[src/rtl/shift_collector.sv]
// Serial-in, parallel-out byte collector: gathers MSB-first or LSB-first bits into a byte,
// with early flush and zero/sign-fill realignment of LSB-first partial frames.
module shift_collector (
    input  logic       clk,
    input  logic       rst_n,
    input  logic       in_bit,
    input  logic       in_valid,
    output logic       in_ready,
    input  logic       direction,
    input  logic       arithmetic,
    input  logic       flush,
    output logic [7:0] out_byte,
    output logic [3:0] out_count,
    output logic       out_valid,
    input  logic       out_ready
);

    typedef enum logic [1:0] {IDLE, COLLECT, ALIGN, HOLD} state_t;

    state_t     state_reg;
    logic [7:0] sh_reg;
    logic [3:0] count_reg;
    logic [3:0] remaining_reg;
    logic       dir_reg;
    logic       arith_reg;
    logic       in_ready_reg;
    logic       out_valid_reg;
    logic [7:0] out_byte_reg;
    logic [3:0] out_count_reg;

    logic       accept;
    logic       dir_eff;
    logic [7:0] shift_in;
    logic [3:0] count_inc;
    logic [7:0] align_sh;
    logic [7:0] frame_sh;
    logic [3:0] frame_count;
    logic       frame_end;

    // On the first bit of a frame the order comes straight from the input, not the latch.
    assign accept      = in_valid && in_ready_reg;
    assign dir_eff     = (state_reg == IDLE) ? direction : dir_reg;
    assign shift_in    = dir_eff ? {sh_reg[6:0], in_bit} : {in_bit, sh_reg[7:1]};
    assign count_inc   = count_reg + 4'd1;
    assign align_sh    = {arith_reg & sh_reg[7], sh_reg[7:1]};
    assign frame_sh    = accept ? shift_in : sh_reg;
    assign frame_count = accept ? count_inc : count_reg;
    assign frame_end   = accept ? ((count_inc == 4'd8) || flush)
                                : (flush && (state_reg == COLLECT));

    always_ff @(posedge clk or negedge rst_n) begin
        if (!rst_n) begin
            state_reg     <= IDLE;
            sh_reg        <= 8'h00;
            count_reg     <= 4'd0;
            remaining_reg <= 4'd0;
            dir_reg       <= 1'b0;
            arith_reg     <= 1'b0;
            in_ready_reg  <= 1'b1;
            out_valid_reg <= 1'b0;
            out_byte_reg  <= 8'h00;
            out_count_reg <= 4'd0;
        end else begin
            case (state_reg)
                IDLE, COLLECT: begin
                    if (accept) begin
                        sh_reg    <= shift_in;
                        count_reg <= count_inc;
                        if (state_reg == IDLE) begin
                            dir_reg   <= direction;
                            arith_reg <= arithmetic;
                        end
                    end
                    if (frame_end) begin
                        in_ready_reg <= 1'b0;
                        // Left-order partials are already right-justified; right-order needs realignment.
                        if ((frame_count == 4'd8) || dir_eff) begin
                            state_reg     <= HOLD;
                            out_byte_reg  <= frame_sh;
                            out_count_reg <= frame_count;
                            out_valid_reg <= 1'b1;
                        end else begin
                            state_reg     <= ALIGN;
                            remaining_reg <= 4'd8 - frame_count;
                        end
                    end else if (accept) begin
                        state_reg <= COLLECT;
                    end
                end
                ALIGN: begin
                    sh_reg        <= align_sh;
                    remaining_reg <= remaining_reg - 4'd1;
                    if (remaining_reg == 4'd1) begin
                        state_reg     <= HOLD;
                        out_byte_reg  <= align_sh;
                        out_count_reg <= count_reg;
                        out_valid_reg <= 1'b1;
                    end
                end
                HOLD: begin
                    if (out_ready) begin
                        state_reg     <= IDLE;
                        sh_reg        <= 8'h00;
                        count_reg     <= 4'd0;
                        out_valid_reg <= 1'b0;
                        in_ready_reg  <= 1'b1;
                    end
                end
                default: state_reg <= IDLE;
            endcase
        end
    end

    assign in_ready  = in_ready_reg;
    assign out_valid = out_valid_reg;
    assign out_byte  = out_byte_reg;
    assign out_count = out_count_reg;

endmodule
[config.mk]
export PLATFORM = sky130hd
export DESIGN_NAME = shift_collector
export DESIGN_NICKNAME = d
export VERILOG_FILES = /design/src/rtl/shift_collector.sv
export SDC_FILE = /design/constraint.sdc
export NUM_CORES = 1
export LEC_CHECK = 0
export BUFFER_PORTS_ARGS = -buffer_cell sky130_fd_sc_hd__buf_4
export CORE_UTILIZATION = 45
export CTS_BUF_LIST = sky130_fd_sc_hd__clkbuf_4 sky130_fd_sc_hd__clkbuf_8 sky130_fd_sc_hd__clkbuf_16
export DETAILED_ROUTE_END_ITERATION = 10
export HOLD_SLACK_MARGIN = 0.15
export SYNTH_ARGS = -nofsm -noshare
export SYNTH_HDL_FRONTEND = slang
export SYNTH_SLANG_ARGS = --single-unit
[constraint.sdc]
create_clock -name clk -period 7.7 [get_ports clk]
set_clock_uncertainty 0.05 [all_clocks]
set_input_delay 0.385 -clock clk [delete_from_list [all_inputs] [get_ports clk]]
set_output_delay 0.385 -clock clk [all_outputs]
set_load 0.01 [all_outputs]
; ---- Yosys cells after proc, flatten, opt, wreduce, memory -nomap -nowiden
; Cells that the tools add are included.
[op_classes]
reduce_logical = 16
eq_ne = 12
n_addsub = 3
n_mux = 34
n_bitwise = 1
[ops]
columns = operator, n
row1 = $mux 8, 6
row2 = $mux 4, 7
row3 = $pmux 4 s2, 3
row4 = $pmux 8 s3, 1
row5 = $pmux 8 s2, 1
row6 = $reduce_and 3->1, 4
row7 = $ne 2x2->1 const B, 5
row8 = $mux 1, 9
row9 = $eq 4x4->1 const B, 2
row10 = $mux 2, 4
row11 = $reduce_and 4->1, 2
row12 = $pmux 2 s3, 1
row13 = $add 4x1->4 const B, 1
row14 = $eq 2x2->1 const B, 2
row15 = $eq 4x1->1 const B, 1
row16 = $reduce_and 2->1, 2
row17 = $reduce_bool 2->1, 2
row18 = $sub 4x1->4 const B, 1
row19 = $sub 4x4->4 const A, 1
row20 = $ne 3x3->1 const B, 1
row21 = $pmux 1 s3, 1
row22 = $eq 2x1->1 const B, 1
row23 = $logic_and 1x1->1, 2
row24 = $logic_not 2->1, 1
row25 = 4 further kinds, 5
[totals]
register_bits = 34
output_inout_bits = 14
input_bits = 8
elab_cells = 76

; ---- Longest topological paths before layout
; Gate-level depths: netlist (run 1).
[depth]
depth_word = 7
depth_mapped = 11
mapped_depth_nobuf = 8

; ---- Worst setup path after synthesis (run 1)
; No wires, ideal clock.
[synth_timing]
path_kind = register to register
startpoint = register in_ready_reg (netlist: in_ready)
endpoint = register remaining_reg[0]
n_path_buf = 2
required_time_ns = 7.575
setup_ns = 0.075
arrival_time_ns = 3.021
slack_ns = 4.554
path_stages_with_launch = 11
cell_sequence = dfstp_2 and2_0 buf_2 buf_1 mux2i_1 ha_1 and3b_1 a2111o_1 a2111oi_4 mux2_4 o21ai_2
[synth_between]
elab_chain_len = 6
[synth_rtl]
columns = item, line_no
row1 = start: declaration, 26  ; logic in_ready_reg;
row2 = start signal: assignment, 59  ; in_ready_reg <= 1'b1;
row3 = start signal: assignment, 75  ; in_ready_reg <= 1'b0;
row4 = start signal: assignment, 106  ; in_ready_reg <= 1'b1;
row5 = $logic_and 1x1->1 *, 41  ; assign accept = in_valid && in_ready_reg;
row6 = $mux 4, -
row7 = $sub 4x4->4 / $eq 4x4->1 (equally long branches), "84, 77"
row8 = $mux 4 / $logic_or 1x1->1 (equally long branches), 77  ; if ((frame_count == 4'd8) || dir_eff) begin
row9 = $mux 4 / $ne 2x2->1 (equally long branches), -
row10 = $pmux 4 s2 / $reduce_and 3->1 (equally long branches), -
row11 = end signal: assignment, 84  ; remaining_reg <= 4'd8 - frame_count;
row12 = end signal: assignment, 92  ; remaining_reg <= remaining_reg - 4'd1;
row13 = end: declaration, 23  ; logic [3:0] remaining_reg;
; Every way passes the cells marked *; elsewhere a longest branch is shown, timed or not. The select of a mux whose other input is x is not followed.
; A chain may end at the register's enable or synchronous reset.

; ---- Worst setup path after layout (run 1)
[layout_timing]
startpoint = register in_ready_reg (netlist: in_ready)
endpoint = register out_byte_reg[2] (netlist: out_byte[2])
[layout_between]
elab_chain_len = 6
[layout_rtl]
columns = item, line_no
row1 = $logic_and 1x1->1 *, 41
row2 = $mux 4, -
row3 = $eq 4x4->1, 77
row4 = $logic_or 1x1->1, 77
row5 = $ne 2x2->1 (no line), -
row6 = $reduce_and 4->1 (no line), -
row7 = end signal: assignment, 79  ; out_byte_reg <= frame_sh;
row8 = end signal: assignment, 95  ; out_byte_reg <= align_sh;
row9 = end: declaration, 28  ; logic [7:0] out_byte_reg;
; Marked as above.

==> results of run 1 <==
==> cell usage after synthesis (4+ instances only) <==
| cell type | number |
|---|---|
| nand3_1 | 8 |
| nand2_1 | 20 |
| clkbuf_1 | 8 |
| o21ai_0 | 18 |
| o22ai_1 | 7 |
| inv_1 | 11 |
| dfrtp_1 | 33 |
| xnor2_1 | 6 |
| a21oi_1 | 14 |
| mux2_2 | 16 |
| o211ai_1 | 6 |
| o21a_1 | 10 |
| nor2_1 | 15 |
| ha_1 | 4 |
| o221ai_1 | 8 |
| buf_1 | 4 |
==> metal layers <==
layer  track usage (%)  routed length [µm]
met1              27.4                2260
met2              33.6                2520
met3              4.14                 201
met4              7.19                  65
met5                 0                   0
==> through the flow <==
| stage | cells | util (%) | total power [mW] | instance area, µm² | hold WS [ns] |
|---|---|---|---|---|---|
| after floorplan | 245 | - | 0.186 | 2260 | 0.0394 |
| after global placement | 316 | 50.7 | 0.195 | 2430 | 0.321 |
| after detailed placement | 316 | 50.7 | 0.195 | 2430 | 0.322 |
| after CTS | 325 | 53.3 | 0.367 | 2550 | 0.266 |
| after global routing | 325 | 53.3 | 0.376 | 2550 | 0.279 |
| final | 325 | 53.3 | 0.361 | 2550 | 0.277 |
==> worst max-delay path, stage by stage (launching register included) <==
cell and delay (ns):
dfstp_2 0.60, and2_0 0.15, buf_4 0.31, xnor2_1 0.16, ha_1 0.27, and3b_1 0.20
a211o_2 0.37, o22ai_2 0.56, mux2_2 0.41
==> cells by family after synthesis <==
logic type                 Yosys count
and+or+nand+nor                     61
DFF                                 34
muxes                               20
xor gates and xnor gates             8
AOI/OAI and AO/OA                   88
adders and majority gates            4
buffers and inverters               30
==> where the power goes <==
group	switching (mW)	internal [mW]	total (mW)	leakage (nW)
clock network	0.0651	0.104	0.169	0.0593
logic	0.00889	0.00433	0.0132	0.640
registers	0	0.179	0.179	0.435
==> worst min-delay path by stage <==
stage | slack [ns] | end | cells past startpoint | start
5_1_grt | 0.28 | arith_reg | 2 | arithmetic
3_3_place_gp | 0.32 | state_reg[1] | 1 | rst_n
2_1_floorplan | 0.04 | arith_reg | 0 | rst_n
3_5_place_dp | 0.32 | state_reg[1] | 1 | rst_n
6_report | 0.28 | arith_reg | 2 | arithmetic
4_1_cts | 0.27 | arith_reg | 2 | arithmetic
==> area by class of cell <==
cell class                      count  area (µm²)  area share [%]
Clock inverter                      1        30.0            1.18
Clock buffer                        7        83.8            3.29
Timing Repair Buffer               24         183            7.16
Tap cell                           67        83.8            3.29
Sequential cell                    34         852            33.4
Multi-Input combinational cell    181        1280            50.0
Inverter                           11        41.3            1.62
==> results.sh, run 1 <==
export IMPL_postRouteWirelength_um=5040
export IMPL_ir_drop_v=0.000100
export IMPL_hp_class="input pin to register"
export IMPL_syn_num_nets=257
export IMPL_synth_top_area_cell="dfrtp_1"
export IMPL_port_buffer_count=21
export IMPL_row_count=25
export IMPL_fin_setup_tns_ns=0
export IMPL_via_per_inst=5.71
export IMPL_grt_pass1_wl_um=8220
export IMPL_end_kind="register"
export IMPL_clk_latency_ns=0.29
export IMPL_die_area_um2=5320
export IMPL_cp_required_ns=7.82
export IMPL_ys_ff_latch=34
export IMPL_die_w_um=72.9
export IMPL_drtIter0Drc=141
export IMPL_layout_common_cells="33 x dfrtp_1, 23 x buf_4, 20 x nand2_1"
export IMPL_slew_headroom_pct=38.4
export IMPL_yosysTopAreaCellShare_pct=36.5
export IMPL_final_max_slew_viol_count=0
export IMPL_synth_simple_area_share_pct=13.3
export IMPL_p_leak_nw=1.13
export IMPL_yosysWarnings=0
export IMPL_setup_viol=0
export IMPL_min_period_ns=3.20
export IMPL_drive_above_1_share_pct=24.0
export IMPL_ys_top_cells_by_area="dfrtp_1 36%, mux2_2 8.0%, o21ai_0 4.0%"
export IMPL_endpoint="out_byte[2]"
export IMPL_grt_pass1_vias=1650
export IMPL_final_common_cell="dfrtp_1"
export IMPL_antenna_diode_count=0
export IMPL_synth_mux_area_share_pct=9.94
export IMPL_timing_reg2reg_setup_slack_ns=4.50
export IMPL_first_pass_iters=4
export IMPL_core_area_um2=4790
export IMPL_worst_setup_path_type="register to register"
export IMPL_synth_top_family_by_area="compound AO/OA/AOI/OAI gates"
export IMPL_post_cts_repair_setup_buffers=0
export IMPL_avgSynthCellArea_um2=9.24
export IMPL_synth_cell_types=55
export IMPL_worstPathMaxFanout=32
export IMPL_clk_pin_slew_worst_paths_ns=0.08
export IMPL_area_growth_synth_to_final_pct=12.6
export IMPL_nFillCells=466
export IMPL_synth_top_flop_cell="dfrtp_1"
export IMPL_nNetsFinal=269
export IMPL_numCtsBuffers=5
export IMPL_drv_cap=0
export IMPL_wl_per_cell_um=15.5
export IMPL_drcViolationCount=0
export IMPL_post_place_ws_ns=4.50
export IMPL_start_util_pct=47.3
export IMPL_hpwlAfterDp_um=3390
export IMPL_hold_viol=0
export IMPL_grt_usage_pct=20.7
export IMPL_regToRegEndpoint="out_byte[2]"
export IMPL_clk_path_buf_depth=2
export IMPL_cts_root_buf="clkbuf_8"
export IMPL_routabilityCongestion=0.814
export IMPL_antenna_found_initial=0
export IMPL_start_kind="register"
export IMPL_holdBufCountCts=1
export IMPL_synth_xor_area_share_pct=3.09
export IMPL_async_flop_share_pct=100
export IMPL_syn_area_um2=2260
export IMPL_worstPathArrival_ns=3.32
export IMPL_period_share_pct=41.6
export IMPL_synthAdderAreaFrac_pct=2.21
export IMPL_synth_compound_area_share_pct=27.8
export IMPL_cts_tree="built"
export IMPL_grt_start_max_net_pins=45
export IMPL_htreeDepth=2
export IMPL_yosysSeqAreaShare_pct=37.6
export IMPL_p_per_area_nw_per_um2=141
export IMPL_worstMarginPinSlew_ns=0.924
export IMPL_ctsResizeCount=0
export IMPL_num_vias=1857
export IMPL_r2r_start="in_ready"
export IMPL_layout_setup_ws_ns=4.50
export IMPL_synth_edf_count=0
export IMPL_netlist_instances=245
export IMPL_ant_nets=0
export IMPL_rsz0062_at_grt="false"
export IMPL_rr_worst_depth=8
export IMPL_clkSinkCount=34
export IMPL_worstSetupStartpoint="in_ready"
export IMPL_outcome="finished clean"
export IMPL_die_h_um=72.9
export IMPL_ios=22
export IMPL_max_freq_mhz=312
export IMPL_overflow=0
Note: power is estimated with default switching activity, not from simulation.
==> run 2, diff against run 1 <==
Clock period 7.7 ns to 3.29 ns, I/O delays scaled along.
==> results.sh, run 2 (same netlist as run 1, synthesis figures left out) <==
export IMPL_p_leak_nw=1.16
export IMPL_clkSinkCount=34
export IMPL_path_buf_inv=0
export IMPL_slowest_delay_ns=0.60
export IMPL_grt_start_max_net_pins=35
export IMPL_clk_pin_slew_worst_paths_ns=0.07
export IMPL_final_max_slew_viol_count=0
export IMPL_postRouteWirelength_um=5080
export IMPL_grt_pass1_wl_um=8540
export IMPL_area_growth_synth_to_final_pct=14.3
export IMPL_hold_viol=0
export IMPL_min_period_ns=2.93
export IMPL_ant_nets=0
export IMPL_drv_cap=0
export IMPL_die_h_um=72.9
export IMPL_grt_usage_pct=21.1
export IMPL_grt_pass1_vias=1786
export IMPL_wl_per_cell_um=15.3
export IMPL_regToRegEndpoint="remaining_reg[0]"
export IMPL_ctsResizeCount=0
export IMPL_hp_class="input pin to register"
export IMPL_crit_family="compound AO/OA/AOI/OAI gates"
export IMPL_start_util_pct=47.3
export IMPL_port_buffer_count=21
export IMPL_layout_common_cells="33 x dfrtp_1, 28 x buf_4, 20 x nand2_1"
export IMPL_htreeDepth=2
export IMPL_core_area_um2=4790
export IMPL_period_share_pct=89.0
export IMPL_drtIter0Drc=183
export IMPL_crit_path_cell_trace="and2_0 -> xnor2_1 -> ha_1 -> and3b_1 -> a2111o_1 -> a2111oi_4 -> mux2_4 -> o21ai_2"
export IMPL_r2r_start="in_ready"
export IMPL_rr_worst_depth=8
export IMPL_numCtsBuffers=5
export IMPL_slowest_stage="dfstp_2"
export IMPL_ir_drop_v=0.000222
export IMPL_worstSetupStartpoint="in_ready"
export IMPL_worstMarginPinSlew_ns=0.674
export IMPL_holdBufCountCts=3
export IMPL_hpwlAfterDp_um=3520
export IMPL_row_count=25
export IMPL_post_cts_repair_setup_buffers=0
export IMPL_final_common_cell="dfrtp_1"
export IMPL_drive_above_1_share_pct=25.3
export IMPL_end_kind="register"
export IMPL_outcome="finished clean"
export IMPL_setup_viol=0
export IMPL_timing_reg2reg_setup_slack_ns=0.36
export IMPL_path_depth=8
export IMPL_nNetsFinal=276
export IMPL_ios=22
export IMPL_routabilityCongestion=0.793
export IMPL_worstPathArrival_ns=3.10
export IMPL_num_vias=1892
export IMPL_antenna_diode_count=0
export IMPL_first_pass_iters=5
export IMPL_endpoint="remaining_reg[0]"
export IMPL_clk_latency_ns=0.29
export IMPL_start_kind="register"
export IMPL_die_area_um2=5320
export IMPL_overflow=0
export IMPL_via_per_inst=5.70
export IMPL_finish_utilization_pct=54.1
export IMPL_fin_setup_tns_ns=0
export IMPL_worst_setup_path_type="register to register"
export IMPL_max_freq_mhz=341
export IMPL_cts_tree="built"
export IMPL_die_w_um=72.9
export IMPL_slew_headroom_pct=54.8
export IMPL_cp_required_ns=3.46
export IMPL_antenna_found_initial=0
export IMPL_rsz0062_at_grt="false"
export IMPL_drcViolationCount=0
export IMPL_whs_ns=0.257
export IMPL_cts_root_buf="clkbuf_8"
export IMPL_clk_path_buf_depth=2
export IMPL_worstPathMaxFanout=8
export IMPL_p_per_area_nw_per_um2=302
[run 2: how the worst min path moves through the flow]
| stage | depth (start not counted) | from | slack, ns | endpoint |
|---|---|---|---|---|
| floorplan | 0 | rst_n | -0.18 | arith_reg |
| global placement | 1 | rst_n | 0.1 | state_reg[1] |
| detailed placement | 1 | rst_n | 0.10 | out_valid |
| CTS | 5 | flush | 0.26 | state_reg[1] |
| global route | 4 | in_bit | 0.29 | sh_reg[0] |
| finish | 5 | flush | 0.26 | state_reg[1] |
[run 2: power breakdown]
group	internal (mW)	switching, mW	total (mW)
Clock	0.177	0.154	0.331
Sequential	0.418	0	0.418
Combinational	0.0117	0.0210	0.0327
Total	0.607	0.175	0.782
[run 2: routing by layer]
metal / wire length [µm] / track usage [%] / share of wire, % / up-vias
li1: - / - / - / 941
met1: 2360 / 27.7 / 46 / 902
met2: 2450 / 35.4 / 48 / 42
met3: 221 / 4.14 / 4.4 / 7
met4: 53 / 6.10 / 1.0 / 0
met5: 0 / 0 / 0 / -
[run 2: cell type report]
| cell class | instances | area (µm²) |
|---|---|---|
| Fill cell | 454 | 2200 |
| Multi-Input combinational cell | 181 | 1280 |
| Sequential cell | 34 | 852 |
| Timing Repair Buffer | 31 | 240 |
| Clock buffer | 7 | 90.1 |
| Tap cell | 67 | 83.8 |
| Inverter | 11 | 41.3 |
| Clock inverter | 1 | 5.00 |
[run 2: through the flow]
| step | cell area (µm²) | setup WS [ns] | total power [mW] | instances |
|---|---|---|---|---|
| after floorplan | 2260 | 0.144 | 0.436 | 245 |
| after global placement | 2460 | 0.437 | 0.457 | 321 |
| after detailed placement | 2460 | 0.398 | 0.457 | 321 |
| after CTS | 2590 | 0.385 | 0.790 | 332 |
| after global routing | 2590 | 0.173 | 0.813 | 332 |
| final | 2590 | 0.362 | 0.782 | 332 |
[run 2: worst register-to-register path, delay by kind of cell, from the launching register on]
family | cells | cell delay (ns)
flip-flops | 1 | 0.60
AO/OA/AOI/OAI | 3 | 0.90
multiplexers | 1 | 0.35
AND/OR/NAND/NOR | 2 | 0.54
adder cells (fa/ha/maj) | 1 | 0.25
XOR/XNOR | 1 | 0.17
